### config.mk
export PLATFORM = sky130hd
export DESIGN_NAME = ctrl_unit_mext
export DESIGN_NICKNAME = d
export VERILOG_FILES = /design/src/rtl/ctrl_pkg.sv /design/src/rtl/rv32_decoder.sv /design/src/rtl/ctrl_unit_mext.sv
export SDC_FILE = /design/constraint.sdc
export NUM_CORES = 1
export LEC_CHECK = 0
export CAP_MARGIN = 25
export CORE_MARGIN = 5
export CORE_UTILIZATION = 40
export DETAILED_ROUTE_END_ITERATION = 12
export PLACE_DENSITY_LB_ADDON = 0.08
export REMOVE_ABC_BUFFERS = 1
export SLEW_MARGIN = 20
export SYNTH_ARGS = -nofsm -noshare
export SYNTH_HDL_FRONTEND = slang
export SYNTH_SLANG_ARGS = --single-unit
### constraint.sdc
create_clock -name clk -period 2.5 [get_ports clk]
set_input_delay 0.5 -clock clk [delete_from_list [all_inputs] [get_ports clk]]
set_output_delay 0.5 -clock clk [all_outputs]
set_load 0.03 [all_outputs]
### src/rtl/ctrl_pkg.sv
// Shared constants, decode bundle and FSM state type for the RV32IM ID-stage control unit.
package ctrl_pkg;

    localparam logic [6:0] OP_R      = 7'b0110011;
    localparam logic [6:0] OP_I      = 7'b0010011;
    localparam logic [6:0] OP_LOAD   = 7'b0000011;
    localparam logic [6:0] OP_STORE  = 7'b0100011;
    localparam logic [6:0] OP_BRANCH = 7'b1100011;
    localparam logic [6:0] OP_JAL    = 7'b1101111;
    localparam logic [6:0] OP_JALR   = 7'b1100111;
    localparam logic [6:0] OP_LUI    = 7'b0110111;
    localparam logic [6:0] OP_AUIPC  = 7'b0010111;

    localparam logic [6:0] F7_BASE = 7'b0000000;
    localparam logic [6:0] F7_ALT  = 7'b0100000;
    localparam logic [6:0] F7_MEXT = 7'b0000001;

    localparam logic [3:0] ALU_NONE = 4'd0;
    localparam logic [3:0] ALU_ADD  = 4'd1;
    localparam logic [3:0] ALU_SUB  = 4'd2;
    localparam logic [3:0] ALU_AND  = 4'd3;
    localparam logic [3:0] ALU_OR   = 4'd4;
    localparam logic [3:0] ALU_XOR  = 4'd5;
    localparam logic [3:0] ALU_SLL  = 4'd6;
    localparam logic [3:0] ALU_SRL  = 4'd7;
    localparam logic [3:0] ALU_SLT  = 4'd8;
    localparam logic [3:0] ALU_SLTU = 4'd9;
    localparam logic [3:0] ALU_SRA  = 4'd10;
    localparam logic [3:0] ALU_AP4  = 4'd11;
    localparam logic [3:0] ALU_BOUT = 4'd12;

    localparam logic [2:0] IMM_I = 3'd1;
    localparam logic [2:0] IMM_B = 3'd2;
    localparam logic [2:0] IMM_J = 3'd3;
    localparam logic [2:0] IMM_S = 3'd4;
    localparam logic [2:0] IMM_U = 3'd5;

    localparam logic [2:0] CMP_EQ  = 3'd1;
    localparam logic [2:0] CMP_NE  = 3'd2;
    localparam logic [2:0] CMP_LT  = 3'd3;
    localparam logic [2:0] CMP_LTU = 3'd4;
    localparam logic [2:0] CMP_GE  = 3'd5;
    localparam logic [2:0] CMP_GEU = 3'd6;

    localparam logic [1:0] HZ_NONE  = 2'd0;
    localparam logic [1:0] HZ_ALU   = 2'd1;
    localparam logic [1:0] HZ_LOAD  = 2'd2;
    localparam logic [1:0] HZ_STORE = 2'd3;

    // md_op is funct3 of the M op; bit 2 separates the DIV/REM group from MUL.
    localparam int unsigned MD_OP_W    = 3;
    localparam int unsigned MD_DIV_BIT = 2;

    typedef enum logic [1:0] {ST_IDLE, ST_RUN, ST_DONE} md_state_e;

    typedef struct packed {
        logic       branch_b;
        logic       jal;
        logic       jalr;
        logic       alusrc_a;
        logic       alusrc_b;
        logic       datatoreg;
        logic       reg_write;
        logic       mem_w;
        logic       mio;
        logic       rs1use;
        logic       rs2use;
        logic       is_m;
        logic       illegal;
        logic [1:0] hz;
        logic [2:0] imm_sel;
        logic [2:0] cmp;
        logic [3:0] alu;
    } dec_ctrl_t;

    function automatic logic [3:0] alu_of(input logic [2:0] f3, input logic alt);
        case (f3)
            3'd0:    return alt ? ALU_SUB : ALU_ADD;
            3'd1:    return ALU_SLL;
            3'd2:    return ALU_SLT;
            3'd3:    return ALU_SLTU;
            3'd4:    return ALU_XOR;
            3'd5:    return alt ? ALU_SRA : ALU_SRL;
            3'd6:    return ALU_OR;
            default: return ALU_AND;
        endcase
    endfunction

endpackage

### src/rtl/rv32_decoder.sv
// Pure combinational RV32I(+M) decode of the ID instruction into the control bundle.
module rv32_decoder
    import ctrl_pkg::*;
#(
    parameter bit ENABLE_M = 1'b1
) (
    input  logic [31:0] inst,
    output dec_ctrl_t   dec
);

    logic [6:0] opcode;
    logic [2:0] funct3;
    logic [6:0] funct7;
    logic       unused_bits;

    assign opcode      = inst[6:0];
    assign funct3      = inst[14:12];
    assign funct7      = inst[31:25];
    assign unused_bits = ^{inst[24:15], inst[11:7]};

    always_comb begin
        dec = '0;
        case (opcode)
            OP_R: begin
                dec.rs1use    = 1'b1;
                dec.rs2use    = 1'b1;
                dec.reg_write = 1'b1;
                dec.hz        = HZ_ALU;
                if (funct7 == F7_MEXT) begin
                    dec.is_m    = ENABLE_M;
                    dec.illegal = !ENABLE_M;
                    dec.alu     = ALU_NONE;
                end else if (funct7 == F7_BASE) begin
                    dec.alu = alu_of(funct3, 1'b0);
                end else if (funct7 == F7_ALT && (funct3 == 3'd0 || funct3 == 3'd5)) begin
                    dec.alu = alu_of(funct3, 1'b1);
                end else begin
                    dec.illegal = 1'b1;
                end
            end
            OP_I: begin
                dec.rs1use    = 1'b1;
                dec.reg_write = 1'b1;
                dec.alusrc_b  = 1'b1;
                dec.imm_sel   = IMM_I;
                dec.hz        = HZ_ALU;
                if (funct3 == 3'd1 && funct7 != F7_BASE)
                    dec.illegal = 1'b1;
                else if (funct3 == 3'd5 && funct7 != F7_BASE && funct7 != F7_ALT)
                    dec.illegal = 1'b1;
                else
                    dec.alu = alu_of(funct3, (funct3 == 3'd5) && funct7[5]);
            end
            OP_LOAD: begin
                dec.rs1use    = 1'b1;
                dec.reg_write = 1'b1;
                dec.alusrc_b  = 1'b1;
                dec.datatoreg = 1'b1;
                dec.mio       = 1'b1;
                dec.imm_sel   = IMM_I;
                dec.hz        = HZ_LOAD;
                dec.alu       = ALU_ADD;
                dec.illegal   = (funct3 == 3'd3) || (funct3 == 3'd6) || (funct3 == 3'd7);
            end
            OP_STORE: begin
                dec.rs1use   = 1'b1;
                dec.rs2use   = 1'b1;
                dec.alusrc_b = 1'b1;
                dec.mem_w    = 1'b1;
                dec.mio      = 1'b1;
                dec.imm_sel  = IMM_S;
                dec.hz       = HZ_STORE;
                dec.alu      = ALU_ADD;
                dec.illegal  = (funct3 > 3'd2);
            end
            OP_BRANCH: begin
                dec.branch_b = 1'b1;
                dec.rs1use   = 1'b1;
                dec.rs2use   = 1'b1;
                dec.imm_sel  = IMM_B;
                dec.hz       = HZ_NONE;
                case (funct3)
                    3'd0:    dec.cmp = CMP_EQ;
                    3'd1:    dec.cmp = CMP_NE;
                    3'd4:    dec.cmp = CMP_LT;
                    3'd5:    dec.cmp = CMP_GE;
                    3'd6:    dec.cmp = CMP_LTU;
                    3'd7:    dec.cmp = CMP_GEU;
                    default: dec.illegal = 1'b1;
                endcase
            end
            OP_JAL: begin
                dec.jal       = 1'b1;
                dec.alusrc_a  = 1'b1;
                dec.reg_write = 1'b1;
                dec.imm_sel   = IMM_J;
                dec.alu       = ALU_AP4;
                dec.hz        = HZ_ALU;
            end
            OP_JALR: begin
                dec.jalr      = 1'b1;
                dec.alusrc_a  = 1'b1;
                dec.rs1use    = 1'b1;
                dec.reg_write = 1'b1;
                dec.imm_sel   = IMM_I;
                dec.alu       = ALU_AP4;
                dec.hz        = HZ_ALU;
                dec.illegal   = (funct3 != 3'd0);
            end
            OP_LUI: begin
                dec.alusrc_b  = 1'b1;
                dec.reg_write = 1'b1;
                dec.imm_sel   = IMM_U;
                dec.alu       = ALU_BOUT;
                dec.hz        = HZ_ALU;
            end
            OP_AUIPC: begin
                dec.alusrc_a  = 1'b1;
                dec.alusrc_b  = 1'b1;
                dec.reg_write = 1'b1;
                dec.imm_sel   = IMM_U;
                dec.alu       = ALU_ADD;
                dec.hz        = HZ_ALU;
            end
            default: dec.illegal = 1'b1;
        endcase
    end

endmodule

### src/rtl/ctrl_unit_mext.sv
// ID-stage control unit: RV32IM decode plus a sequencer that launches MUL/DIV on the MDU and stalls IF/ID.
module ctrl_unit_mext
    import ctrl_pkg::*;
#(
    parameter bit          ENABLE_M   = 1'b1,
    parameter int unsigned MUL_CYCLES = 4,
    parameter int unsigned DIV_CYCLES = 33,
    parameter int unsigned ALU_CTRL_W = 4
) (
    input  logic                  clk,
    input  logic                  rst,
    input  logic [31:0]           inst,
    input  logic                  inst_valid,
    input  logic                  cmp_res,
    input  logic                  flush,
    output logic                  Branch,
    output logic                  JALR,
    output logic                  ALUSrc_A,
    output logic                  ALUSrc_B,
    output logic                  DatatoReg,
    output logic                  RegWrite,
    output logic                  mem_w,
    output logic                  MIO,
    output logic                  rs1use,
    output logic                  rs2use,
    output logic [1:0]            hazard_optype,
    output logic [2:0]            ImmSel,
    output logic [2:0]            cmp_ctrl,
    output logic [ALU_CTRL_W-1:0] ALUControl,
    output logic                  md_start,
    output logic [MD_OP_W-1:0]    md_op,
    output logic                  md_kill,
    output logic                  md_wb,
    output logic                  stall_req,
    output logic                  illegal
);

    localparam int unsigned MAX_LAT = (MUL_CYCLES > DIV_CYCLES) ? MUL_CYCLES : DIV_CYCLES;
    localparam int unsigned CNT_W   = $clog2(MAX_LAT);
    localparam logic [CNT_W-1:0] MUL_LOAD = CNT_W'(MUL_CYCLES - 1);
    localparam logic [CNT_W-1:0] DIV_LOAD = CNT_W'(DIV_CYCLES - 1);

    dec_ctrl_t           dec;
    md_state_e           state_q, state_d;
    logic [CNT_W-1:0]    cnt_q, cnt_d;
    logic [MD_OP_W-1:0]  md_op_q, md_op_d;
    logic                launch;
    logic                side_ok;

    rv32_decoder #(.ENABLE_M(ENABLE_M)) u_dec (
        .inst (inst),
        .dec  (dec)
    );

    // Reset masks the launch so nothing is issued while rst is held.
    assign launch = !rst && inst_valid && dec.is_m && !dec.illegal && !flush && (state_q == ST_IDLE);

    always_ff @(posedge clk or posedge rst) begin
        if (rst) begin
            state_q <= ST_IDLE;
            cnt_q   <= '0;
            md_op_q <= '0;
        end else begin
            state_q <= state_d;
            cnt_q   <= cnt_d;
            md_op_q <= md_op_d;
        end
    end

    always_comb begin
        state_d = state_q;
        cnt_d   = cnt_q;
        md_op_d = md_op_q;
        case (state_q)
            ST_IDLE: begin
                if (launch) begin
                    state_d = ST_RUN;
                    md_op_d = inst[14:12];
                    cnt_d   = inst[12 + MD_DIV_BIT] ? DIV_LOAD : MUL_LOAD;
                end
            end
            ST_RUN: begin
                if (flush) begin
                    state_d = ST_IDLE;
                    cnt_d   = '0;
                end else begin
                    cnt_d = cnt_q - CNT_W'(1);
                    if (cnt_q == CNT_W'(1))
                        state_d = ST_DONE;
                end
            end
            ST_DONE: state_d = ST_IDLE;
            default: state_d = ST_IDLE;
        endcase
    end

    always_comb begin
        stall_req = launch || (state_q == ST_RUN);
        md_start  = launch;
        md_kill   = flush && (state_q != ST_IDLE);
        md_wb     = (state_q == ST_DONE) && !flush && inst_valid;
        md_op     = md_op_q;
        illegal   = inst_valid && dec.illegal;
        side_ok   = inst_valid && !dec.illegal && !stall_req;

        // M ops write back only on the DONE cycle, when the MDU result is selected.
        RegWrite = side_ok && dec.reg_write && (!dec.is_m || md_wb);
        mem_w    = side_ok && dec.mem_w;
        MIO      = side_ok && dec.mio;
        Branch   = side_ok && ((dec.branch_b && cmp_res) || dec.jal || dec.jalr);

        JALR          = dec.jalr;
        ALUSrc_A      = dec.alusrc_a;
        ALUSrc_B      = dec.alusrc_b;
        DatatoReg     = dec.datatoreg;
        rs1use        = dec.rs1use;
        rs2use        = dec.rs2use;
        hazard_optype = dec.hz;
        ImmSel        = dec.imm_sel;
        cmp_ctrl      = dec.cmp;
        ALUControl    = ALU_CTRL_W'(dec.alu);
    end

endmodule

# == Word-level counts from Yosys, hierarchy flattened ==
# Cells that the tools add are included.
# op_classes
n_mux,43
reduce_logical,57
add_sub_neg,1
n_eq_ne,24
n_lt_le_gt_ge,1
# op_table
op,count
4-bit one-hot mux with 7 select lines,3
7-bit by 6-bit equality test with 1-bit output (second input constant),4
4-bit 2-to-1 mux,6
1-bit logical AND,22
7-bit equality test (second input constant),3
4-bit one-hot mux with 5 select lines,1
1-bit 2-to-1 mux,19
6-bit 2-to-1 mux,3
3-bit one-hot mux with 6 select lines,1
6-bit OR reduction,3
3-bit one-hot mux with 5 select lines,1
3-bit OR reduction,5
7-bit by 5-bit equality test with 1-bit output (second input constant),2
3-bit equality test (second input constant),4
6-bit one-hot mux with 2 select lines,1
2-bit 2-to-1 mux,4
7-bit by 1-bit equality test with 1-bit output (second input constant),1
7-bit by 2-bit equality test with 1-bit output (second input constant),1
7-bit logical NOT,1
1-bit logical OR,7
7-bit by 6-bit inequality test with 1-bit output (second input constant),1
1-bit one-hot mux with 7 select lines,1
7-bit nonzero test,1
7-bit OR reduction,1
other kinds (20),30
# word_totals
register_bits,11

# == Depth between registers and ports, before layout ==
# Gate-level depths: netlist of the first run.
# logic_depth
ltp_word,16
mapped_depth,7

# == Modules after synthesis ==
# A second synthesis of the first run with hierarchy kept.
# unflattened
cells_unflattened,192
area_unflattened_um2,1425.1
# modules_own_cells
mod,area_per_inst_um2,cells_each,seq_area_each_um2,n_inst
rv32_decoder,744.5,121,0.0,1
ctrl_unit_mext,680.7,71,275.3,1

# == Worst setup path after synthesis of the first run ==
# Ideal clock, no wire load.
# synth_path
path_kind,input-to-output
start,in inst[0]
end,out rs2use
n_path_buf,0
setup_slack_ns,-0.336
required_ns,2.000
path_stages,3
t_arrival_ns,2.336
path_cell_list,and2_1 > nand2b_1 > a2111oi_0
# synth_between
elab_chain_cells,3
# synth_lines
item,line_no,rtl
from (decl),ctrl_unit_mext.sv:12,"input logic [31:0] inst,"
7-bit by 6-bit equality test with 1-bit output or 7-bit equality test (tied branches),rv32_decoder.sv:23,case (opcode)
3-bit OR reduction (no line) (*),-,
1-bit 2-to-1 mux (*),rv32_decoder.sv:23,
to (decl),ctrl_unit_mext.sv:25,"output logic rs2use,"
# Mark *: on every way between the ends. The rest lies on a longest branch, timed or not.

# == Worst setup path after layout of the first run ==
# layout_path
start,in inst[28]
end,out ALUControl[0]
# layout_between
elab_chain_cells,6
# layout_lines
item,line_no,rtl
7-bit by 6-bit equality test with 1-bit output or 7-bit nonzero test (tied branches),"rv32_decoder.sv:35, rv32_decoder.sv:47, rv32_decoder.sv:49",
1-bit logical AND (on tied branches),"rv32_decoder.sv:35, rv32_decoder.sv:49",
4-bit 2-to-1 mux or 1-bit logical AND (tied branches),"rv32_decoder.sv:35, rv32_decoder.sv:49",
4-bit 2-to-1 mux (on tied branches),"rv32_decoder.sv:33, rv32_decoder.sv:49",
4-bit 2-to-1 mux (on tied branches),"rv32_decoder.sv:29, rv32_decoder.sv:47",
4-bit one-hot mux with 5 select lines (*),rv32_decoder.sv:23,
to (decl),ctrl_unit_mext.sv:29,"output logic [ALU_CTRL_W-1:0] ALUControl,"
# Marked as above.

==> impl_metrics.csv, run 1 <==
group,metric,value,unit
critical_path,cp-start-kind,"primary input",
clock_network,cts_max_path_buffers,2,
timing,timing.final.ws_setup,-0.0989,ns
logic_synthesis,synth.avg_cell_area,7.15,µm²
run_status,failed_checks,"negative setup slack",
clock_network,cts_hold_buf,0,
die,die_area,0.00445,mm²
route,vias,1748,
route,top_layer,"met4",
layout,final_nets,320,
run,max-cap-violations,0,
logic_synthesis,yosysTopAreaCellShare,21.4,%
route,met3_length,271,µm
layout,n_antenna_cell,0,
placement,post-place-ws,-0.501,ns
grt,grt_pass1_vias,1867,
run_status,status,"finished, violations left",
placement,port_buffers,51,
timing,maxSlewViolCount,0,
clock_network,htreeDepth,1,
die,core_area,0.00308,mm²
power,power_frac_seq,34.8,%
route,drc_errors,0,
grt,grt_first_pass_wirelength,8.58,mm
route,post_drt_wl_per_cell,15.7,µm
logic_synthesis,synth_flop_cell,"dfrtp_1",
clock_network,cts_root_buf,"clkbuf_4",
timing,setup_viol,9,
route,wirelength,5.07,mm
die,die_h,66.7,µm
critical_path,criticalPathCategory,"primary input to output pin",
clock_network,path_clk_slew,0.08,ns
route,routedLengthMet1,2.12,mm
grt,grt_max_degree,13,
critical_path,critPathCaptureType,"output pin",
power,share_comb_of_total_power,40.3,%
logic_synthesis,syn_area,0.00129,mm²
logic_synthesis,synth-seq-cells,11,
grt,antenna_found_initial,0,
placement,dp_hpwl,3.88,mm
route,avgViaCountPerCell,5.40,
timing,tightest_slew,0.441,ns
logic_synthesis,netlist_instances,180,
power,swShare,35.0,%
timing,skew,0.00387,ns
timing,period_share,104,%
timing,rsz0062_at_grt,"yes",
timing,finalHoldViolCount,0,
logic_synthesis,yosys.area.top_type,"dfrtp_1",
timing,max_freq,385,MHz
placement,gp_congestion,0.887,
layout,areaGrowthSynthToFinish,80.4,%
timing,min_period,2.60,ns
critical_path,arrival,2.10,ns
power,p_total,0.000516,W
route,dr_wl_met2,2.61,mm
power,peakVddDrop,0.308,mV
route,drtIter0Drc,99,
power,p_sw,0.000181,W
die,io_pins,67,
critical_path,cp_data_required_time,2.00,ns
hold_path,hp-class,"primary input to asynchronous set/reset pin",
logic_synthesis,ys_types,51,
critical_path,ff2ff_path_depth,7,
clock_network,cts_made_buffers,3,
route,drt_first_pass_iters,4,
die,rows,20,
logic_synthesis,async_flop_share,100,%
power,clkPwrFrac,24.9,%
logic_synthesis,synth-edff-count,0,
power,power_density,222,mW/mm²
clock_network,cts_tree,"done",
grt,grt.total_usage,24.7,%
logic_synthesis,synth_area_leaders,"dfrtp_1 (21%), o21ai_0 (7.0%), nor2_1 (6.4%)",
power,leakagePower,1.10,nW
die,initial_core_util,41.8,%
die,die_w,66.7,µm
clock_network,clock_latency,0.27,ns
logic_synthesis,yosys_warnings,0,
grt,overflow,0,
layout,drive_gt1_share,45.4,%
timing,maxSlewHeadroom,70.6,%
route,ant_nets,0,
power,p_int,0.000335,W
clock_network,cts_num_sinks,11,
critical_path,crit_fanout,3,
logic_synthesis,yosysSeqAreaShare,21.4,%
layout make-up:
type                    instances  area, µm²
clock buffers                   3       22.5
clock inverters                 1       5.00
fillers                       249        757
inverters                      11       41.3
multi-input cells             149       1070
flip-flops and latches         11        275
well taps                      44       55.1
repair buffers                105        853
cells in the final DEF, fill, tap and decap left out, drive strengths merged, types with 2 or more instances in the layout:
| master | count |
|---|---|
| and3 | 3 |
| o22ai | 2 |
| or3 | 3 |
| o2111a | 2 |
| nor2 | 22 |
| mux2i | 3 |
| dfrtp | 11 |
| mux2 | 2 |
| and4 | 2 |
| or2 | 2 |
| buf | 88 |
| dlygate4sd2 | 7 |
| nor3b | 2 |
| o21ai | 20 |
| clkdlybuf4s15 | 3 |
| or3b | 2 |
| nor4 | 5 |
| clkbuf | 4 |
| nand3 | 2 |
| nand2 | 12 |
| and2 | 3 |
| a2111oi | 2 |
| nand4 | 3 |
| nand2b | 6 |
| a21oi | 10 |
| clkdlybuf4s50 | 6 |
| a31oi | 4 |
| xor2 | 2 |
| o31ai | 2 |
| nor3 | 10 |
| inv | 11 |
| nor2b | 6 |
| ha | 2 |
| o21a | 2 |
state kept, by name, indices dropped and copies added (netlist names):
signal and cells:
cnt_q 6, md_op 3, state_q 2
cell families (layout without fill, tap and decap cells):
logic type	after synthesis	after routing	synth area share, %
XOR/XNOR	3	3	2.04
adder cells (fa/ha/maj)	2	2	1.95
flip-flops	11	11	21.4
AO/OA/AOI/OAI	52	52	25.6
multiplexers	5	5	4.09
AND/OR/NAND/NOR	87	87	38.4
buffers and inverters	20	120	6.52
metal layers:
metal	GRT usage (%)	vias up
li1	-	865
met1	30.0	813
met2	46.2	62
met3	2.53	8
met4	5.84	0
met5	0	-
path summary, 6_finish.rpt:
| kind | to | from | slack, ns |
|---|---|---|---|
| hold / removal | cnt_q[4] | rst | 0.52 |
| max in group asynchronous | state_q[0] | rst | 1.68 |
| setup reg to reg | cnt_q[5] | state_q[0] | 0.48 |
| hold reg to reg | md_op[0] | md_op[0] | 0.52 |
| min in group clk | md_op[0] | md_op[0] | 0.52 |
| setup / recovery | ALUControl[0] | inst[28] | -0.1 |
what timing repair did:
item,in CTS,in global routing
buffers inserted,5,0
resized for setup,82,19
pin swaps,23,10
setup endpoints to repair,21,12
stage by stage:
| step | hold WS [ns] | utilization, % | cell area [µm²] | setup TNS [ns] | instances |
|---|---|---|---|---|---|
| 2_1_floorplan | 0.352 | - | 1240 | -1.33 | 171 |
| 3_3_place_gp | 0.495 | 68.6 | 2110 | -5.81 | 315 |
| 3_5_place_dp | 0.498 | 68.6 | 2110 | -7.02 | 315 |
| 4_1_cts | 0.504 | 73.8 | 2270 | -0.632 | 324 |
| 5_1_grt | 0.541 | 75.4 | 2320 | -1.49 | 324 |
| 6_report | 0.520 | 75.4 | 2320 | -0.531 | 324 |
critical path: stages:
cell,delay (ns)
clkdlybuf4s15_1,0.20
or4_4,0.44
buf_6,0.14
nor3_4,0.13
nor3b_4,0.26
nor2_2,0.08
o21ai_1,0.16
buf_4,0.18
Yosys cell counts (2+ instances only):
master / n
and3_1: 3
o21ai_0: 18
o21ai_1: 2
xor2_1: 2
ha_1: 2
or3b_2: 2
nand4_1: 3
nand3_1: 2
dfrtp_1: 11
nand2b_1: 6
o2111a_1: 2
nor2_1: 22
nor2b_1: 6
nand2_1: 12
o22ai_1: 2
o31ai_1: 2
nor3_1: 9
clkbuf_1: 7
and2_1: 2
and4_1: 2
inv_1: 11
a2111oi_0: 2
or3_1: 3
nor4_1: 4
mux2_2: 2
o21a_1: 2
a21oi_1: 10
a31oi_1: 4
mux2i_1: 3
power by group through the flow:
| stage | Combinational [W] | Sequential [W] | Clock (W) |
|---|---|---|---|
| floorplan | 0.0000646 | 0.000183 | 0 |
| detailed placement | 0.000191 | 0.000183 | 0 |
| finish | 0.000208 | 0.000179 | 0.000128 |
| CTS | 0.000200 | 0.000180 | 0.000131 |
| global placement | 0.000188 | 0.000183 | 0 |
| global route | 0.000227 | 0.000180 | 0.000144 |
Note: power is estimated with default switching activity, not from simulation.
==> run 2: changes to the inputs <==
clock period = 2.71 ns   (was 2.5 ns; I/O delays follow)
==> run 2 against run 1 <==
  * The flow now finishes without violations
  * Clock power decreased by 6%
  * Die area unchanged
  * Final cell count decreased by 1.2%
  * Hold slack gained 0.00084 ns
  * Power down 8.6%
  * Combinational power is 11% lower
  * First-iteration DRC count rose by 36%
  * Largest cell class unchanged
  * Largest power group unchanged
  * Highest routed layer unchanged
==> impl_metrics.csv, run 2 (synthesis gave the netlist of run 1 again) <==
group,metric,value,unit
die,io_pins,67,
timing,min_period,2.66,ns
route,wirelength,5.11,mm
hold_path,hp-class,"register to register",
critical_path,criticalPathCategory,"primary input to output pin",
route,vias,1762,
power,peakVddDrop,0.297,mV
clock_network,cts_made_buffers,3,
power,p_total,0.000471,W
timing,maxSlewViolCount,0,
layout,largest_reg_flops,6,
timing,rsz0062_at_grt,"yes",
hold_path,hold_path_depth,1,
critical_path,crit_fanout,5,
power,p_int,0.000307,W
run_status,status,"complete, no violations",
timing,finalHoldViolCount,0,
timing,whs,0.521,ns
timing,tightest_slew,0.432,ns
die,initial_core_util,41.8,%
placement,place_area,0.00209,mm²
power,share_comb_of_total_power,39.4,%
die,die_area,0.00445,mm²
timing,maxSlewHeadroom,71.1,%
timing,period_share,98.0,%
placement,port_buffers,51,
layout,layout_common_cells,"buf_4 (69), nor2_1 (20), o21ai_0 (13), nand2_1 (11), dfrtp_1 (11)",
die,die_w,66.7,µm
grt,antenna_found_initial,0,
power,swShare,34.9,%
critical_path,critPathCaptureType,"output pin",
clock_network,clock_latency,0.28,ns
power,power_density,208,mW/mm²
layout,areaGrowthSynthToFinish,76.3,%
layout,n_antenna_cell,0,
critical_path,arrival,2.11,ns
timing,setup_viol,0,
power,p_sw,0.000165,W
grt,grt.total_usage,24.8,%
grt,grt_pass1_vias,1893,
critical_path,cp_data_required_time,2.17,ns
clock_network,cts_num_sinks,11,
layout,final_cell_area,0.00227,mm²
layout,utilization,73.7,%
route,drc_errors,0,
die,core_area,0.00308,mm²
grt,overflow,0,
clock_network,cts_root_buf,"clkbuf_4",
layout,regMostFlops,"cnt_q",
clock_network,cts_max_path_buffers,2,
layout,final_nets,316,
clock_network,path_clk_slew,0.08,ns
placement,gp_congestion,0.864,
layout,drive_gt1_share,43.5,%
route,ant_nets,0,
layout,mostFrequentLayoutCell,"buf_4",
power,leakagePower,1.08,nW
route,avgViaCountPerCell,5.51,
route,drtIter0Drc,135,
timing,skew,0.00224,ns
power,power_frac_seq,35.2,%
critical_path,ff2ff_path_depth,7,
placement,dp_hpwl,3.91,mm
grt,grt_max_degree,13,
critical_path,cp-start-kind,"primary input",
die,rows,20,
run,max-cap-violations,0,
grt,grt_first_pass_wirelength,8.56,mm
timing,max_freq,377,MHz
clock_network,cts_tree,"done",
power,clkPwrFrac,25.5,%
route,post_drt_wl_per_cell,16.0,µm
die,die_h,66.7,µm
route,drt_first_pass_iters,4,
clock_network,htreeDepth,1,
## run 2: cell types whose count changed in the layout (fill, tap and decap cells not counted), sizes merged
cell / delta
dlygate4sd2: -1
clkdlybuf4s50: +2
dlymetal6s2s: +1
clkdlybuf4s15: -1
buf: -8
clkbuf: +3
## run 2: metrics by stage
stage | setup slack [ns] | setup TNS (ns) | cells
2_1_floorplan | -0.210 | -0.695 | 171
3_3_place_gp | -0.308 | -2.80 | 312
3_5_place_dp | -0.437 | -3.57 | 312
4_1_cts | -0.0228 | -0.0808 | 321
5_1_grt | -0.00583 | -0.00759 | 320
6_report | 0.0545 | 0 | 320
## run 2: timing repair
action                     4_1_cts  5_1_grt
gates resized for setup         65       18
pin swaps                       23       11
setup endpoints to repair       12       11
buffers inserted                 6        0
hold buffers                     0        0
## run 2: worst paths after layout
check	slack, ns	end	startpoint
setup / recovery	0.05	ALUControl[3]	inst[13]
hold / removal	0.52	md_op[0]	md_op[0]
setup reg to reg	0.66	cnt_q[5]	state_q[1]
hold reg to reg	0.52	md_op[0]	md_op[0]
max in group asynchronous	1.87	md_op[0]	rst
min in group asynchronous	0.54	cnt_q[0]	rst
## run 2: power by group through the flow
stage / clock network, W / logic, W / registers, W
after floorplan: 0 / 0.0000596 / 0.000169
after global placement: 0 / 0.000170 / 0.000169
after detailed placement: 0 / 0.000174 / 0.000169
after CTS: 0.000124 / 0.000181 / 0.000166
after global routing: 0.000135 / 0.000201 / 0.000166
final: 0.000120 / 0.000186 / 0.000166
## run 2: per-layer routing
layer	up-vias	wire, µm	track usage, %
li1	850	-	-
met1	829	2030	28.8
met2	72	2690	46.7
met3	11	273	2.02
met4	0	119	9.14
met5	-	0	0
## run 2: critical path, cell delays in order
cell and delay, ns:
dlygate4sd2_1 0.27, buf_4 0.17, nand2b_1 0.18, a31oi_2 0.29, nor3_2 0.11, o21ai_0 0.21, o2111ai_1 0.14, buf_4 0.19
## run 2: layout make-up
type                    count  area, µm²
well taps                  44       55.1
fillers                   245        811
clock buffers               3       22.5
multi-input cells         149       1040
repair buffers            101        823
flip-flops and latches     11        275
inverters                  11       41.3
clock inverters             1       5.00
